===== src/rtl/sram_ctrl_pkg.sv =====
// sram_ctrl_pkg: shared types and constants for the SRAM load/store front-end.
//   sram_ctrl_state_t : controller FSM states
//   SZ_*              : request size encodings (3 is illegal)
//   WORD_IDX_W        : width of the macro word index
//   is_misaligned()   : size/offset legality rule shared by the lane logic
package sram_ctrl_pkg;

    typedef enum logic [2:0] {
        IDLE    = 3'd0,
        SETUP   = 3'd1,
        PULSE   = 3'd2,
        CAPTURE = 3'd3,
        RESP    = 3'd4,
        ERR     = 3'd5
    } sram_ctrl_state_t;

    localparam logic [1:0] SZ_BYTE = 2'd0;
    localparam logic [1:0] SZ_HALF = 2'd1;
    localparam logic [1:0] SZ_WORD = 2'd2;

    localparam int WORD_IDX_W = 7;

    // A half must sit on an even byte, a word on a word boundary; size 3 is never legal.
    function automatic logic is_misaligned(input logic [1:0] size, input logic [1:0] off);
        logic bad;
        case (size)
            SZ_BYTE: bad = 1'b0;
            SZ_HALF: bad = off[0];
            SZ_WORD: bad = (off != 2'd0);
            default: bad = 1'b1;
        endcase
        return bad;
    endfunction

endpackage


===== src/rtl/sram_lane_align.sv =====
// sram_lane_align: purely combinational byte-lane logic for the SRAM front-end.
//   Request side (from the incoming request):
//     req_off, req_size, req_wdata -> byte_sel, datain, misaligned
//   Read side (from the latched request and the macro):
//     rd_off, rd_size, rd_unsigned, rd_word -> rd_data (aligned, extended)
module sram_lane_align
    import sram_ctrl_pkg::*;
(
    input  logic [1:0]  req_off,
    input  logic [1:0]  req_size,
    input  logic [31:0] req_wdata,
    output logic [3:0]  byte_sel,
    output logic [31:0] datain,
    output logic        misaligned,
    input  logic [1:0]  rd_off,
    input  logic [1:0]  rd_size,
    input  logic        rd_unsigned,
    input  logic [31:0] rd_word,
    output logic [31:0] rd_data
);

    logic [31:0] rd_shift_s;

    // Lane enables and replicated store data; replication lets the macro pick
    // the right lanes without any shifting of the write data.
    always_comb begin
        byte_sel   = 4'h0;
        datain     = 32'h0000_0000;
        misaligned = is_misaligned(req_size, req_off);
        case (req_size)
            SZ_BYTE: begin
                byte_sel = 4'b0001 << req_off;
                datain   = {4{req_wdata[7:0]}};
            end
            SZ_HALF: begin
                byte_sel = 4'b0011 << req_off;
                datain   = {2{req_wdata[15:0]}};
            end
            SZ_WORD: begin
                byte_sel = 4'hF;
                datain   = req_wdata;
            end
            default: begin
                byte_sel = 4'h0;
                datain   = 32'h0000_0000;
            end
        endcase
    end

    // Right-justify the addressed lane, then sign- or zero-extend by size.
    always_comb begin
        rd_shift_s = rd_word >> {rd_off, 3'b000};
        rd_data    = 32'h0000_0000;
        case (rd_size)
            SZ_BYTE: begin
                if (rd_unsigned) begin
                    rd_data = {24'h00_0000, rd_shift_s[7:0]};
                end else begin
                    rd_data = {{24{rd_shift_s[7]}}, rd_shift_s[7:0]};
                end
            end
            SZ_HALF: begin
                if (rd_unsigned) begin
                    rd_data = {16'h0000, rd_shift_s[15:0]};
                end else begin
                    rd_data = {{16{rd_shift_s[15]}}, rd_shift_s[15:0]};
                end
            end
            SZ_WORD: rd_data = rd_shift_s;
            default: rd_data = 32'h0000_0000;
        endcase
    end

endmodule


===== src/rtl/sram_ctrl.sv =====
// sram_ctrl: load/store front-end for the 128 x 32-bit SRAM macro.
//   Accepts one byte-addressed request at a time (req_valid/req_ready), checks
//   alignment, drives registered word/lane selects, write data and a read or
//   write pulse PULSE_CYCLES long, then returns a one-cycle resp_valid strobe
//   with aligned, extended load data (0 for stores and errors) and resp_err.
//   Ports:
//     clk, rst                 clock, synchronous active-high reset
//     req_*                    core request (valid/ready handshake)
//     resp_valid/rdata/err     completion strobe and result
//     sram_addr_sel/byte_sel   macro word index and lane enables
//     sram_read/write_pulse    macro strobes, never high together
//     sram_datain/dataout      macro write data / read word
module sram_ctrl
    import sram_ctrl_pkg::*;
#(
    parameter int PULSE_CYCLES = 2
) (
    input  logic                  clk,
    input  logic                  rst,
    input  logic                  req_valid,
    output logic                  req_ready,
    input  logic                  req_we,
    input  logic [8:0]            req_addr,
    input  logic [1:0]            req_size,
    input  logic                  req_unsigned,
    input  logic [31:0]           req_wdata,
    output logic                  resp_valid,
    output logic [31:0]           resp_rdata,
    output logic                  resp_err,
    output logic [WORD_IDX_W-1:0] sram_addr_sel,
    output logic [3:0]            sram_byte_sel,
    output logic                  sram_read_pulse,
    output logic                  sram_write_pulse,
    output logic [31:0]           sram_datain,
    input  logic [31:0]           sram_dataout
);

    // The counter holds the number of pulse cycles still to go after the current one.
    localparam logic [3:0] CNT_LOAD = 4'(PULSE_CYCLES - 1);

    sram_ctrl_state_t state_q, state_d;
    logic [3:0]  cnt_q, cnt_d;
    logic        we_q, we_d;
    logic [1:0]  off_q, off_d;
    logic [1:0]  size_q, size_d;
    logic        uns_q, uns_d;

    logic                  resp_valid_q, resp_valid_d;
    logic                  resp_err_q, resp_err_d;
    logic [31:0]           resp_rdata_q, resp_rdata_d;
    logic [WORD_IDX_W-1:0] addr_sel_q, addr_sel_d;
    logic [3:0]            byte_sel_q, byte_sel_d;
    logic [31:0]           datain_q, datain_d;
    logic                  rd_pulse_q, rd_pulse_d;
    logic                  wr_pulse_q, wr_pulse_d;

    logic [3:0]  lane_byte_sel_s;
    logic [31:0] lane_datain_s;
    logic        lane_misaligned_s;
    logic [31:0] lane_rdata_s;
    logic        accept_ok_s;

    sram_lane_align u_lane (
        .req_off     (req_addr[1:0]),
        .req_size    (req_size),
        .req_wdata   (req_wdata),
        .byte_sel    (lane_byte_sel_s),
        .datain      (lane_datain_s),
        .misaligned  (lane_misaligned_s),
        .rd_off      (off_q),
        .rd_size     (size_q),
        .rd_unsigned (uns_q),
        .rd_word     (sram_dataout),
        .rd_data     (lane_rdata_s)
    );

    assign req_ready = (state_q == IDLE);

    // State, pulse counter and latched request.
    always_ff @(posedge clk) begin
        if (rst) begin
            state_q <= IDLE;
            cnt_q   <= 4'd0;
            we_q    <= 1'b0;
            off_q   <= 2'd0;
            size_q  <= 2'd0;
            uns_q   <= 1'b0;
        end else begin
            state_q <= state_d;
            cnt_q   <= cnt_d;
            we_q    <= we_d;
            off_q   <= off_d;
            size_q  <= size_d;
            uns_q   <= uns_d;
        end
    end

    // Next-state logic, counter sequencing and request latching.
    always_comb begin
        state_d = state_q;
        cnt_d   = cnt_q;
        we_d    = we_q;
        off_d   = off_q;
        size_d  = size_q;
        uns_d   = uns_q;
        case (state_q)
            IDLE: begin
                if (req_valid) begin
                    we_d   = req_we;
                    off_d  = req_addr[1:0];
                    size_d = req_size;
                    uns_d  = req_unsigned;
                    if (lane_misaligned_s) begin
                        state_d = ERR;
                    end else begin
                        state_d = SETUP;
                    end
                end else begin
                    state_d = IDLE;
                end
            end
            SETUP: begin
                state_d = PULSE;
                cnt_d   = CNT_LOAD;
            end
            PULSE: begin
                if (cnt_q == 4'd0) begin
                    state_d = CAPTURE;
                end else begin
                    cnt_d = cnt_q - 4'd1;
                end
            end
            CAPTURE: state_d = RESP;
            RESP:    state_d = IDLE;
            ERR:     state_d = IDLE;
            default: state_d = IDLE;
        endcase
    end

    assign accept_ok_s = (state_q == IDLE) && req_valid && !lane_misaligned_s;

    // Output values for the next cycle, derived from the upcoming state so every
    // output is a flop; macro selects are loaded only for a legal accept and
    // otherwise held, which keeps them stable from SETUP through CAPTURE.
    always_comb begin
        if (accept_ok_s) begin
            addr_sel_d = req_addr[8:2];
            byte_sel_d = lane_byte_sel_s;
            datain_d   = lane_datain_s;
        end else begin
            addr_sel_d = addr_sel_q;
            byte_sel_d = byte_sel_q;
            datain_d   = datain_q;
        end
        rd_pulse_d   = (state_d == PULSE) && !we_q;
        wr_pulse_d   = (state_d == PULSE) && we_q;
        resp_valid_d = (state_d == RESP) || (state_d == ERR);
        resp_err_d   = (state_d == ERR);
        // Loads take the macro word while in CAPTURE and present it in RESP.
        if ((state_d == RESP) && !we_q) begin
            resp_rdata_d = lane_rdata_s;
        end else begin
            resp_rdata_d = 32'h0000_0000;
        end
    end

    // Registered outputs.
    always_ff @(posedge clk) begin
        if (rst) begin
            resp_valid_q <= 1'b0;
            resp_err_q   <= 1'b0;
            resp_rdata_q <= 32'h0000_0000;
            addr_sel_q   <= '0;
            byte_sel_q   <= 4'h0;
            datain_q     <= 32'h0000_0000;
            rd_pulse_q   <= 1'b0;
            wr_pulse_q   <= 1'b0;
        end else begin
            resp_valid_q <= resp_valid_d;
            resp_err_q   <= resp_err_d;
            resp_rdata_q <= resp_rdata_d;
            addr_sel_q   <= addr_sel_d;
            byte_sel_q   <= byte_sel_d;
            datain_q     <= datain_d;
            rd_pulse_q   <= rd_pulse_d;
            wr_pulse_q   <= wr_pulse_d;
        end
    end

    assign resp_valid       = resp_valid_q;
    assign resp_err         = resp_err_q;
    assign resp_rdata       = resp_rdata_q;
    assign sram_addr_sel    = addr_sel_q;
    assign sram_byte_sel    = byte_sel_q;
    assign sram_datain      = datain_q;
    assign sram_read_pulse  = rd_pulse_q;
    assign sram_write_pulse = wr_pulse_q;

endmodule


===== config.mk =====
export PLATFORM = sky130hd
export DESIGN_NAME = sram_ctrl
export DESIGN_NICKNAME = d
export VERILOG_FILES = /design/src/rtl/sram_ctrl_pkg.sv /design/src/rtl/sram_lane_align.sv /design/src/rtl/sram_ctrl.sv
export SDC_FILE = /design/constraint.sdc
export NUM_CORES = 1
export LEC_CHECK = 0
export ABC_AREA = 1
export ABC_CLOCK_PERIOD_IN_PS = 4100
export BUFFER_PORTS_ARGS = -buffer_cell sky130_fd_sc_hd__buf_2
export CORE_UTILIZATION = 40
export CTS_CLUSTER_SIZE = 25
export DETAILED_ROUTE_END_ITERATION = 10
export PLACE_DENSITY = 0.67
export RECOVER_POWER = 50
export SLEW_MARGIN = 5
export SYNTH_ARGS = -nofsm -noshare
export SYNTH_HDL_FRONTEND = slang
export SYNTH_SLANG_ARGS = --single-unit

===== constraint.sdc =====
create_clock -name clk -period 4.1 [get_ports clk]
set_clock_uncertainty 0.05 [all_clocks]
set_input_delay 0.41 -clock clk [delete_from_list [all_inputs] [get_ports clk]]
set_output_delay 0.41 -clock clk [all_outputs]
set_load 0.03 [all_outputs]

==> metrics.yaml, run 1 <==
run_status:
  status: "finished clean"
place:
  dpl_cell_area_um2: 5054
  place_congestion: 0.8780
  io_buffers: 159
  dpl.hpwl_um: 8677
logic_synthesis:
  yosysSeqAreaShare_pct: 42.85
  synth_cell_types: 24
  synth_commonest_cells: "nand2_1 (216), nor2_1 (121), dfxtp_1 (92)"
  yosys-top-cells-area: "dfxtp_1 (43%), nand2_1 (19%), nor2_1 (11%)"
  yosysTopAreaCell: "dfxtp_1"
  synth_edf_count: 0
  ys_async_sr_fraction_pct: 0
  synth_area_um2: 4298
  syn_avg_cell_area_um2: 6.562
  synthFlopType: "dfxtp_1"
  yosysWarnings: 0
  syn_nets: 737
  ys_ff_latch: 92
  synth.most_common_cell: "nand2_1"
  yosys.area.top_type_share_pct: 42.85
  syn_inst: 655
clock_tree:
  cts_buffer_depth: 2
  cts_buffers: 9
  htreeDepth: 3
  clk_latency_ns: 0.37
  clkTransAtPathRegs_ns: 0.10
  cts_tree: "yes"
  postCtsSetupBuffers: 0
  cts_sinks: 92
  root_buffer: "clkbuf_8"
  ctsResizeCount: 0
  postCtsHoldBufs: 0
power:
  comb_power_share_pct: 25.6
  p_switching_w: 0.0007717
  pwr-share-seq_pct: 45.7
  clkPwrFrac_pct: 28.7
  cellPowerDensity_nw_per_um2: 423.4
  leakage_nw: 2.564
  netSwitchingFraction_pct: 35.39
  power.internal_w: 0.001409
  vdd_drop_max_mv: 0.2040
detailed_routing:
  drt_iter0_drc: 196
  first_pass_iters: 6
  routed_via_density: 4.777
  dr_wl_met2_um: 5407
  wl_met3_um: 945
  drtAntennaViolNets: 0
  wl_met1_um: 5177
  wirelength_um: 11760
  top_layer_used: "met4"
  via_count: 4452
  drc: 0
  routedWlPerCell_um: 12.61
layout:
  syn_to_final_growth_pct: 19.85
  diodes: 0
  multiInputGateArea_um2: 2056
  fin_area_um2: 5151
  nFillCells: 1117
  nNetsFinal: 873
  seqCellArea_um2: 1842
  drive_gt1_share_pct: 13.69
run:
  maxCapViolCount: 0
global_routing:
  overflow: 0
  grt_start_max_net_pins: 63
  grt_pass1_vias: 4140
  grt_use_total_pct: 21.77
  antenna_found_initial: 0
  grt_pass1_wl_um: 19290
die:
  die_h_um: 105.7
  rows: 37
  fp.dieW_um: 105.7
  core_um2: 10370
  start_util_pct: 41.45
  boundaryPins: 160
  floorplan.die_area_um2: 11160
sta:
  rsz0062_at_grt: "no"
  max_freq_ghz: 0.4080
  fin_crit_ns: 2.451
  finalCritPeriodShare_pct: 59.78
  final.setup.tns_ns: 0
  setup_viol: 0
  relSlewSlack_pct: 23.80
  drv_slew: 0
  worst_pin_slew_ns: 1.142
  hold_violations: 0
setup_path:
  critPathCaptureType: "flop"
  crit_type: "reg -> reg"
  crit_path_top_delay_cell: "dfxtp_1"
  max_stage_delay_ns: 0.86
  required_ns: 4.33
  path_cells: "inv_2 -> nand2_1 -> nand3_1 -> nand3_2 -> nand3_1 -> nand2_1 -> inv_1"
  cp.arrival_ns: 2.68
  cp-start-kind: "flop"
  path_max_fanout: 38
worst_hold_path:
  hp-class: "in -> reg"
cell usage in the layout (no fill, tap or decap), drive strengths merged:
cell and count:
nand2 219, nor2 123, dfxtp 92, clkbuf 89
buf 81, nand3 60, inv 50, o21ai 40
a21oi 29, nor3 4, ha 2, clkinvlp 2
o211ai 2, a31oi 1, bufinv 1, clkinv 1
kinds of logic after synthesis:
group	count (synthesis)	synth area share (%)
fa+ha+maj	2	0.5821
simple gates	406	38.66
flops	92	42.85
compound gates	72	8.646
buf+inv	83	9.258
cell type report:
type	instances	area share (%)
Clock buffer	10	2.478
Clock inverter	6	1.385
Inverter	48	3.498
Timing Repair Buffer	160	13.68
Sequential cell	92	35.75
Tap cell	136	3.303
Multi-Input combinational cell	480	39.91
layer usage:
layer | global-route usage, % | up-vias
met5 | 0 | -
met3 | 6.926 | 20
met4 | 8.730 | 0
met2 | 34.59 | 175
li1 | - | 2303
met1 | 27.26 | 1954
power by group through the flow:
stage          Combinational [W]  Clock, W  Sequential, W
3_3_place_gp            0.000559         0        0.00101
2_1_floorplan           0.000363         0        0.00108
4_1_cts                 0.000572  0.000649       0.000995
3_5_place_dp            0.000570         0        0.00101
5_1_grt                 0.000631  0.000683        0.00101
6_report                0.000558  0.000627       0.000996
final timing paths:
check                              start                            end  slack [ns]  cells after the start
max                off_q[0]$_SDFFE_PP0P_      resp_rdata[26]$_SDFF_PP0_        1.65                      7
min reg2reg  sram_datain[6]$_SDFFE_PP0P_    sram_datain[6]$_SDFFE_PP0P_        0.43                      2
max reg2reg        off_q[0]$_SDFFE_PP0P_      resp_rdata[26]$_SDFF_PP0_        1.65                      7
min                          req_addr[6]  sram_addr_sel[4]$_SDFFE_PP0P_        0.21                      3
state kept, by name, indices dropped and copies added, names as in the netlist:
signal / flops
off_q: 2
resp_rdata: 32
sram_datain: 32
cnt_q: 4
sram_write_pulse: 1
sram_byte_sel: 4
sram_read_pulse: 1
resp_err: 1
size_q: 2
state_q: 3
sram_addr_sel: 7
uns_q: 1
we_q: 1
resp_valid: 1
per-stage QoR:
stage          total power (W)  hold WS [ns]  util, %  worst slack, ns  instances
6_report              0.002181        0.2069    49.67            1.649        932
5_1_grt               0.002320        0.1983    49.67            1.330        932
4_1_cts               0.002216        0.1889    50.65            1.681        932
3_5_place_dp          0.001584        0.4135    48.73            1.686        916
3_3_place_gp          0.001571        0.3980    48.73            1.803        916
2_1_floorplan         0.001448        0.4313        -            2.698        655
critical path, delay by kind of cell, from the launching register on:
kind / cells / cell delay, ns
flops: 1 / 0.86
simple gates: 5 / 0.93
buf+inv: 2 / 0.51
Power figures use the tool's default switching activity.
==> run 2: changes to the inputs <==
--- a/config.mk
+++ b/config.mk
@@ -5,13 +5,13 @@
 export SDC_FILE = /design/constraint.sdc
 export NUM_CORES = 1
 export LEC_CHECK = 0
-export ABC_AREA = 1
-export ABC_CLOCK_PERIOD_IN_PS = 4100
+export ABC_AREA = 0
+export ABC_CLOCK_PERIOD_IN_PS = 2000
 export BUFFER_PORTS_ARGS = -buffer_cell sky130_fd_sc_hd__buf_2
 export CORE_UTILIZATION = 40
 export CTS_CLUSTER_SIZE = 25
 export DETAILED_ROUTE_END_ITERATION = 10
-export PLACE_DENSITY = 0.67
+export PLACE_DENSITY = 0.71
 export RECOVER_POWER = 50
 export SLEW_MARGIN = 5
 export SYNTH_ARGS = -nofsm -noshare
==> constraint.sdc (replaced) <==
create_clock -name clk -period 2 [get_ports clk]
set_clock_uncertainty 0.05 [all_clocks]
set_input_delay 0.2 -clock clk [delete_from_list [all_inputs] [get_ports clk]]
set_output_delay 0.2 -clock clk [all_outputs]
set_load 0.03 [all_outputs]
==> metrics.yaml, run 2 <==
die:
  boundaryPins: 160  # unchanged
  die_h_um: 101.7  # was 105.7 um
  start_util_pct: 41.07  # was 41.45%
  floorplan.die_area_um2: 10350  # was 11,160 um2
  core_um2: 9684  # was 10,370 um2
  fp.dieW_um: 101.7  # was 105.7 um
  rows: 36  # was 37
logic_synthesis:
  syn_nets: 541  # was 737
  yosysSeqAreaShare_pct: 46.30  # was 42.85%
  synth_cell_types: 47  # was 24
  syn_inst: 459  # was 655
  synthFlopType: "dfxtp_1"  # unchanged
  synth_area_um2: 3978  # was 4298 um2
  synth_top_family_by_area: "simple AND/OR/NAND/NOR gates"  # unchanged
  synth.most_common_cell: "dfxtp_1"  # was nand2_1
  yosys-top-cells-area: "dfxtp_1 (46%), nand2_1 (7.0%), mux2i_1 (4.8%)"  # was dfxtp_1 (43%), nand2_1 (19%), nor2_1 (11%)
  ys_ff_latch: 92  # unchanged
  synth_xor_area_share_pct: 0.8808  # was 0%
  synth_fa_ha_area_share_pct: 0.6291  # was 0.5822%
  synth_edf_count: 0  # unchanged
  yosysTopAreaCell: "dfxtp_1"  # unchanged
  synth_commonest_cells: "dfxtp_1 (92), nand2_1 (74), nor2_1 (43)"  # was nand2_1 (216), nor2_1 (121), dfxtp_1 (92)
  ys_async_sr_fraction_pct: 0  # unchanged
  synthSimpleGateAreaFrac_pct: 20.42  # was 38.66%
  syn_avg_cell_area_um2: 8.666  # was 6.562 um2
  yosys.area.top_type_share_pct: 46.30  # was 42.85%
  yosysWarnings: 0  # unchanged
  synth_compound_area_share_pct: 18.97  # was 8.646%
  synthMuxAreaShare_pct: 7.329  # was 0%
sta:
  worst_hold_slack_ns: 0.02156  # was 0.2069 ns
  rsz0062_at_grt: "no"  # unchanged
  fin_crit_ns: 1.898  # was 2.451 ns
  hold_violations: 0  # unchanged
  drv_slew: 0  # unchanged
  setup_viol: 0  # unchanged
  final.setup.tns_ns: 0  # unchanged
  max_freq_ghz: 0.5268  # was 0.4080 GHz
  relSlewSlack_pct: 22.85  # was 23.80%
  finalCritPeriodShare_pct: 94.92  # was 59.78%
  worst_pin_slew_ns: 1.153  # was 1.142 ns
detailed_routing:
  wirelength_um: 11000  # was 11,760 um
  drt_iter0_drc: 84  # was 196
  drtAntennaViolNets: 0  # unchanged
  via_count: 3915  # was 4,452
  drc: 0  # unchanged
  routedWlPerCell_um: 14.74  # was 12.61 um
  routed_via_density: 5.248  # was 4.777
  first_pass_iters: 4  # was 6
setup_path:
  cp-start-kind: "flop"  # unchanged
  path_max_fanout: 25  # was 38
  critPathCaptureType: "flop"  # unchanged
  crit_type: "reg -> reg"  # unchanged
  cp.arrival_ns: 2.11  # was 2.68 ns
  required_ns: 2.21  # was 4.33 ns
layout:
  syn_to_final_growth_pct: 26.20  # was 19.85%
  final_cell_mix: "dfxtp_1 (92), clkbuf_1 (82), buf_2 (80)"  # was nand2_1 (216), nor2_1 (122), dfxtp_1 (92)
  final_common_cell: "dfxtp_1"  # was nand2_1
  finalCoreUtilization_pct: 51.83  # was 49.67%
  nNetsFinal: 690  # was 873
  diodes: 0  # unchanged
  drive_gt1_share_pct: 20.88  # was 13.69%
power:
  cellPowerDensity_nw_per_um2: 891.3  # was 423.4 nW/um2
  leakage_nw: 1.950  # was 2.564 nW
  vdd_drop_max_mv: 0.4561  # was 0.2040 mV
  totalPowerFinal_w: 0.004474  # was 0.002181 W
place:
  io_buffers: 159  # unchanged
  dpl.hpwl_um: 8027  # was 8677 um
  place_congestion: 0.8176  # was 0.8780
clock_tree:
  htreeDepth: 3  # unchanged
  cts_tree: "yes"  # unchanged
  root_buffer: "clkbuf_8"  # unchanged
  clkTransAtPathRegs_ns: 0.09  # was 0.10 ns
  cts_buffer_depth: 2  # unchanged
  clk_latency_ns: 0.35  # was 0.37 ns
  postCtsSetupBuffers: 0  # unchanged
  cts_buffers: 9  # unchanged
  cts_sinks: 92  # unchanged
global_routing:
  grt_pass1_vias: 3613  # was 4,140
  antenna_found_initial: 0  # unchanged
  overflow: 0  # unchanged
  grt_pass1_wl_um: 16880  # was 19,290 um
  grt_start_max_net_pins: 58  # was 63
  grt_use_total_pct: 21.00  # was 21.77%
run_status:
  status: "finished clean"  # unchanged
worst_hold_path:
  hp-class: "in -> reg"  # unchanged
run:
  maxCapViolCount: 0  # unchanged
run 2: cells by family (layout without fill, tap and decap cells):
group	after synthesis	count (layout)
compound gates	113	113
xor+xnor	4	4
fa+ha+maj	2	2
buf+inv	44	198
flops	92	92
mux	28	28
simple gates	176	176
run 2: metal layers:
metal | part of all wire (%) | routed length (um) | GRT usage (%)
met1 | 44 | 4822 | 25.32
met2 | 46 | 5068 | 35.40
met3 | 7.7 | 845 | 4.969
met4 | 2.4 | 262 | 9.588
met5 | 0 | 0 | 0
run 2: report_power, final:
group | internal (W) | total, W | switching (W) | leakage (nW)
registers | 0.00196 | 0.00204 | 0.0000818 | 0.748
logic | 0.000396 | 0.00109 | 0.000692 | 1.10
clock network | 0.000704 | 0.00135 | 0.000644 | 0.102
run 2: stage by stage:
step / cell area, um2 / worst slack [ns] / std cells
3_5_place_dp: 4885 / 0.08179 / 729
5_1_grt: 5020 / 0.01544 / 746
3_3_place_gp: 4885 / 0.07056 / 729
2_1_floorplan: 3978 / 0.1045 / 459
6_report: 5020 / 0.1016 / 746
4_1_cts: 5101 / 0.05699 / 745
run 2: worst paths after layout:
path	startpoint	endpoint	slack, ns	cells past startpoint
worst max-delay path	state_q[2]$_SDFF_PP0_	sram_datain[9]$_SDFFE_PP0P_	0.10	6
worst min-delay path	req_addr[3]	sram_addr_sel[1]$_SDFFE_PP0P_	0.02	3
worst max register to register	state_q[2]$_SDFF_PP0_	sram_datain[9]$_SDFFE_PP0P_	0.10	6
worst min register to register	sram_addr_sel[1]$_SDFFE_PP0P_	sram_addr_sel[1]$_SDFFE_PP0P_	0.41	2
run 2: layout make-up:
| class | instances | area [um2] |
|---|---|---|
| clock buffer | 10 | 127.6 |
| sequential | 92 | 1842 |
| tap | 133 | 166.4 |
| timing repair buffer | 176 | 847.1 |
| inverter | 6 | 22.52 |
| multi-input combinational | 323 | 1926 |
| fill | 991 | 4664 |
| clock inverter | 6 | 88.84 |
run 2: worst max-delay path, cell delays in order, from the launching register on:
cell and delay, ns:
dfxtp_1 0.34, or4b_4 0.54, buf_4 0.18, a21oi_4 0.19, buf_12 0.20, nor2_1 0.06, a311oi_1 0.24
run 2: timing repair:
| action | 4_1_cts | 5_1_grt |
|---|---|---|
| resized for setup | 0 | 2 |
| endpoints found under the setup margin | 0 | 12 |
| hold buffers | 0 | 0 |
==> run 3: changes to the inputs <==
--- a/config.mk
+++ b/config.mk
@@ -6,14 +6,17 @@
 export NUM_CORES = 1
 export LEC_CHECK = 0
 export ABC_AREA = 0
-export ABC_CLOCK_PERIOD_IN_PS = 2000
+export ABC_CLOCK_PERIOD_IN_PS = 2200
 export BUFFER_PORTS_ARGS = -buffer_cell sky130_fd_sc_hd__buf_2
-export CORE_UTILIZATION = 40
+export CELL_PAD_IN_SITES_DETAIL_PLACEMENT = 1
+export CELL_PAD_IN_SITES_GLOBAL_PLACEMENT = 1
+export CORE_UTILIZATION = 38
 export CTS_CLUSTER_SIZE = 25
 export DETAILED_ROUTE_END_ITERATION = 10
-export PLACE_DENSITY = 0.71
+export PLACE_DENSITY_LB_ADDON = 0.1
 export RECOVER_POWER = 50
 export SLEW_MARGIN = 5
 export SYNTH_ARGS = -nofsm -noshare
 export SYNTH_HDL_FRONTEND = slang
+export SYNTH_HIERARCHICAL = 1
 export SYNTH_SLANG_ARGS = --single-unit
==> constraint.sdc (replaced) <==
create_clock -name clk -period 2.2 [get_ports clk]
set_clock_uncertainty 0.05 [all_clocks]
set_input_delay 0.22 -clock clk [delete_from_list [all_inputs] [get_ports clk]]
set_output_delay 0.22 -clock clk [all_outputs]
set_load 0.03 [all_outputs]
==> metrics.yaml, run 3 <==
worst_hold_path:
  hold_depth: 3  # unchanged
  holdPathEnd: "sram_addr_sel[5]$_SDFFE_PP0P_"  # was sram_addr_sel[1]$_SDFFE_PP0P_
  hp-class: "in -> reg"  # unchanged
  hold_start: "req_addr[7]"  # was req_addr[3]
layout:
  diodes: 0  # unchanged
  nNetsFinal: 753  # was 690
  syn_to_final_growth_pct: 23.99  # was 26.20%
  final_cell_mix: "nand2_1 (114), dfxtp_1 (92), clkbuf_1 (80)"  # was dfxtp_1 (92), clkbuf_1 (82), buf_2 (80)
  fin_area_um2: 5425  # was 5020 um2
  final_common_cell: "nand2_1"  # was dfxtp_1
  drive_gt1_share_pct: 17.63  # was 20.88%
detailed_routing:
  drc: 0  # unchanged
  routed_via_density: 5.109  # was 5.248
  drt_iter0_drc: 160  # was 84
  routedWlPerCell_um: 15.99  # was 14.74 um
  via_count: 4164  # was 3,915
  first_pass_iters: 4  # unchanged
  drtAntennaViolNets: 0  # unchanged
  wirelength_um: 13030  # was 11,000 um
setup_path:
  critPathCaptureType: "flop"  # unchanged
  crit_family: "multiplexers"  # was simple AND/OR/NAND/NOR gates
  r2r_start: "off_q[1]$_SDFFE_PP0N_"  # was state_q[2]$_SDFF_PP0_
  crit_path_top_delay_cell: "mux4_2"  # was or4b_4
  r2r_setup_slack_ns: 0.32  # was 0.10 ns
  cp.arrival_ns: 2.07  # was 2.11 ns
  r2r-end: "resp_rdata[18]$_SDFF_PP0_"  # was sram_datain[9]$_SDFFE_PP0P_
  max_stage_delay_ns: 0.57  # was 0.54 ns
  path_max_fanout: 16  # was 25
  r2r_cells: 4  # was 6
  crit_type: "reg -> reg"  # unchanged
  required_ns: 2.39  # was 2.21 ns
  crit_buf_inv: 0  # was 2
  path_cells: "mux4_2 -> o211ai_4 -> o21ai_0 -> and2_1"  # was or4b_4 -> buf_4 -> a21oi_4 -> buf_12 -> nor2_1 -> a311oi_1
  cp-start-kind: "flop"  # unchanged
logic_synthesis:
  yosys.area.top_type_share_pct: 42.09  # was 46.30%
  syn_avg_cell_area_um2: 8.194  # was 8.666 um2
  synth.most_common_cell: "nand2_1"  # was dfxtp_1
  synth_cell_types: 40  # was 47
  yosysWarnings: 6  # was 0
  synth_commonest_cells: "nand2_1 (114), dfxtp_1 (92), a21oi_1 (55)"  # was dfxtp_1 (92), nand2_1 (74), nor2_1 (43)
  yosysSeqAreaShare_pct: 42.09  # was 46.30%
  yosysTopAreaCell: "dfxtp_1"  # unchanged
  syn_nets: 616  # was 541
  syn_inst: 534  # was 459
  ys_ff_latch: 92  # unchanged
  yosys-top-cells-area: "dfxtp_1 (42%), nand2_1 (9.8%), mux2i_1 (8.0%)"  # was dfxtp_1 (46%), nand2_1 (7.0%), mux2i_1 (4.8%)
  ys_async_sr_fraction_pct: 0  # unchanged
  synthFlopType: "dfxtp_1"  # unchanged
  synth_edf_count: 0  # unchanged
  synth_area_um2: 4375  # was 3978 um2
power:
  vdd_drop_max_mv: 0.4810  # was 0.4561 mV
  totalPowerFinal_w: 0.004488  # was 0.004474 W
  cellPowerDensity_nw_per_um2: 827.2  # was 891.3 nW/um2
  leakage_nw: 2.226  # was 1.950 nW
clock_tree:
  root_buffer: "clkbuf_16"  # was clkbuf_8
  cts_buffer_depth: 2  # unchanged
  clk_latency_ns: 0.34  # was 0.35 ns
  clkTransAtPathRegs_ns: 0.07  # was 0.09 ns
  cts_sinks: 92  # unchanged
  cts_tree: "yes"  # unchanged
  postCtsHoldBufs: 0  # unchanged
  cts_buffers: 9  # unchanged
  htreeDepth: 3  # unchanged
run_status:
  status: "finished clean"  # unchanged
place:
  dpl.hpwl_um: 9451  # was 8027 um
  io_buffers: 159  # unchanged
  dpl_cell_area_um2: 5226  # was 4885 um2
  place_congestion: 0.8251  # was 0.8176
die:
  fp.dieW_um: 109.3  # was 101.7 um
  floorplan.die_area_um2: 11950  # was 10,350 um2
  core_um2: 11030  # was 9684 um2
  die_h_um: 109.3  # was 101.7 um
  start_util_pct: 39.67  # was 41.07%
  boundaryPins: 160  # unchanged
  rows: 38  # was 36
global_routing:
  overflow: 0  # unchanged
  grt_start_max_net_pins: 49  # was 58
  grt_use_total_pct: 21.78  # was 21.00%
  grt_pass1_vias: 3987  # was 3,613
  grt_pass1_wl_um: 19970  # was 16,880 um
  antenna_found_initial: 0  # unchanged
sta:
  hold_violations: 0  # unchanged
  drv_slew: 0  # unchanged
  relSlewSlack_pct: 58.77  # was 22.85%
  finalCritPeriodShare_pct: 85.53  # was 94.92%
  fin_crit_ns: 1.882  # was 1.898 ns
  setup_viol: 0  # unchanged
  worst_pin_slew_ns: 0.6172  # was 1.153 ns
  max_freq_ghz: 0.5315  # was 0.5268 GHz
  rsz0062_at_grt: "no"  # unchanged
  final.setup.tns_ns: 0  # unchanged
run:
  maxCapViolCount: 0  # unchanged
## run 3: cell count changes after synthesis, moves of 7 or more
cell	change
a21o_1	+14
nand2_1	+40
a311oi_1	-7
mux2_2	-7
and2_1	+25
clkbuf_1	+9
nor2_1	-20
nor3_1	-15
mux2i_1	+16
o21ai_0	+11
o2bb2ai_1	+8
inv_1	+7
a21oi_1	+22
a221oi_1	-14
## run 3: power breakdown
group / total (W) / internal (W) / switching (W)
combinational: 0.00107 / 0.000400 / 0.000675
clock: 0.00154 / 0.000877 / 0.000667
sequential: 0.00187 / 0.00177 / 0.000101
total: 0.00449 / 0.00305 / 0.00144
## run 3: tightest hold or removal path, delay by kind of cell
family,cells,cell delay [ns]
compound gates,1,0.05
buf+inv,1,0.09
simple gates,1,0.04
## run 3: through the flow
stage	utilization [%]	instances	setup slack [ns]	hold WS, ns
2_1_floorplan	-	534	0.3965	0.3060
3_3_place_gp	47.38	800	0.2656	0.3902
3_5_place_dp	47.38	800	0.1925	0.3953
4_1_cts	50.01	815	0.1779	0.04887
5_1_grt	49.18	815	0.1666	0.06791
6_report	49.18	815	0.3184	0.06348
## run 3: metal layers
layer  track usage, %  up-vias  share of wire, %
met5                0        -                 0
met4            8.571        0               1.8
met3            3.616       18               4.3
met2            33.87      107                45
met1            30.06     1966                49
li1                 -     2073                 -
## run 3: layout make-up
| type | instances | area, um2 |
|---|---|---|
| fillers | 1432 | 5605 |
| multi-input cells | 383 | 2260 |
| flip-flops and latches | 92 | 1842 |
| repair buffers | 173 | 813.3 |
| clock buffers | 9 | 225.2 |
| well taps | 140 | 175.2 |
| clock inverters | 6 | 65.06 |
| inverters | 12 | 45.04 |
## run 3: worst max-delay path by stage
| stage | start | endpoint | slack [ns] | depth (start not counted) |
|---|---|---|---|---|
| global route | off_q[1]$_SDFFE_PP0N_ | resp_rdata[18]$_SDFF_PP0_ | 0.17 | 4 |
| CTS | off_q[1]$_SDFFE_PP0N_ | resp_rdata[18]$_SDFF_PP0_ | 0.18 | 4 |
| floorplan | req_size[0] | sram_addr_sel[3]$_SDFFE_PP0P_ | 0.40 | 9 |
| detailed placement | off_q[1]$_SDFFE_PP0N_ | resp_rdata[18]$_SDFF_PP0_ | 0.19 | 4 |
| finish | off_q[1]$_SDFFE_PP0N_ | resp_rdata[18]$_SDFF_PP0_ | 0.32 | 4 |
| global placement | off_q[1]$_SDFFE_PP0N_ | resp_rdata[16]$_SDFF_PP0_ | 0.27 | 4 |
## run 3: what timing repair did
item | 4_1_cts | 5_1_grt
setup buffers | 0 | 0
resized for setup | 0 | 1
endpoints found under the setup margin | 0 | 1
## run 3: logic make-up (layout without fill, tap and decap cells)
family | count (synthesis) | count (layout) | synth area share (%)
AOI/OAI and AO/OA | 136 | 136 | 18.70
xor gates and xnor gates | 1 | 1 | 0.2002
DFF | 92 | 92 | 42.09
adders and majority gates | 2 | 2 | 0.5718
and+or+nand+nor | 206 | 206 | 22.45
muxes | 38 | 38 | 9.036
buffers and inverters | 59 | 200 | 6.949
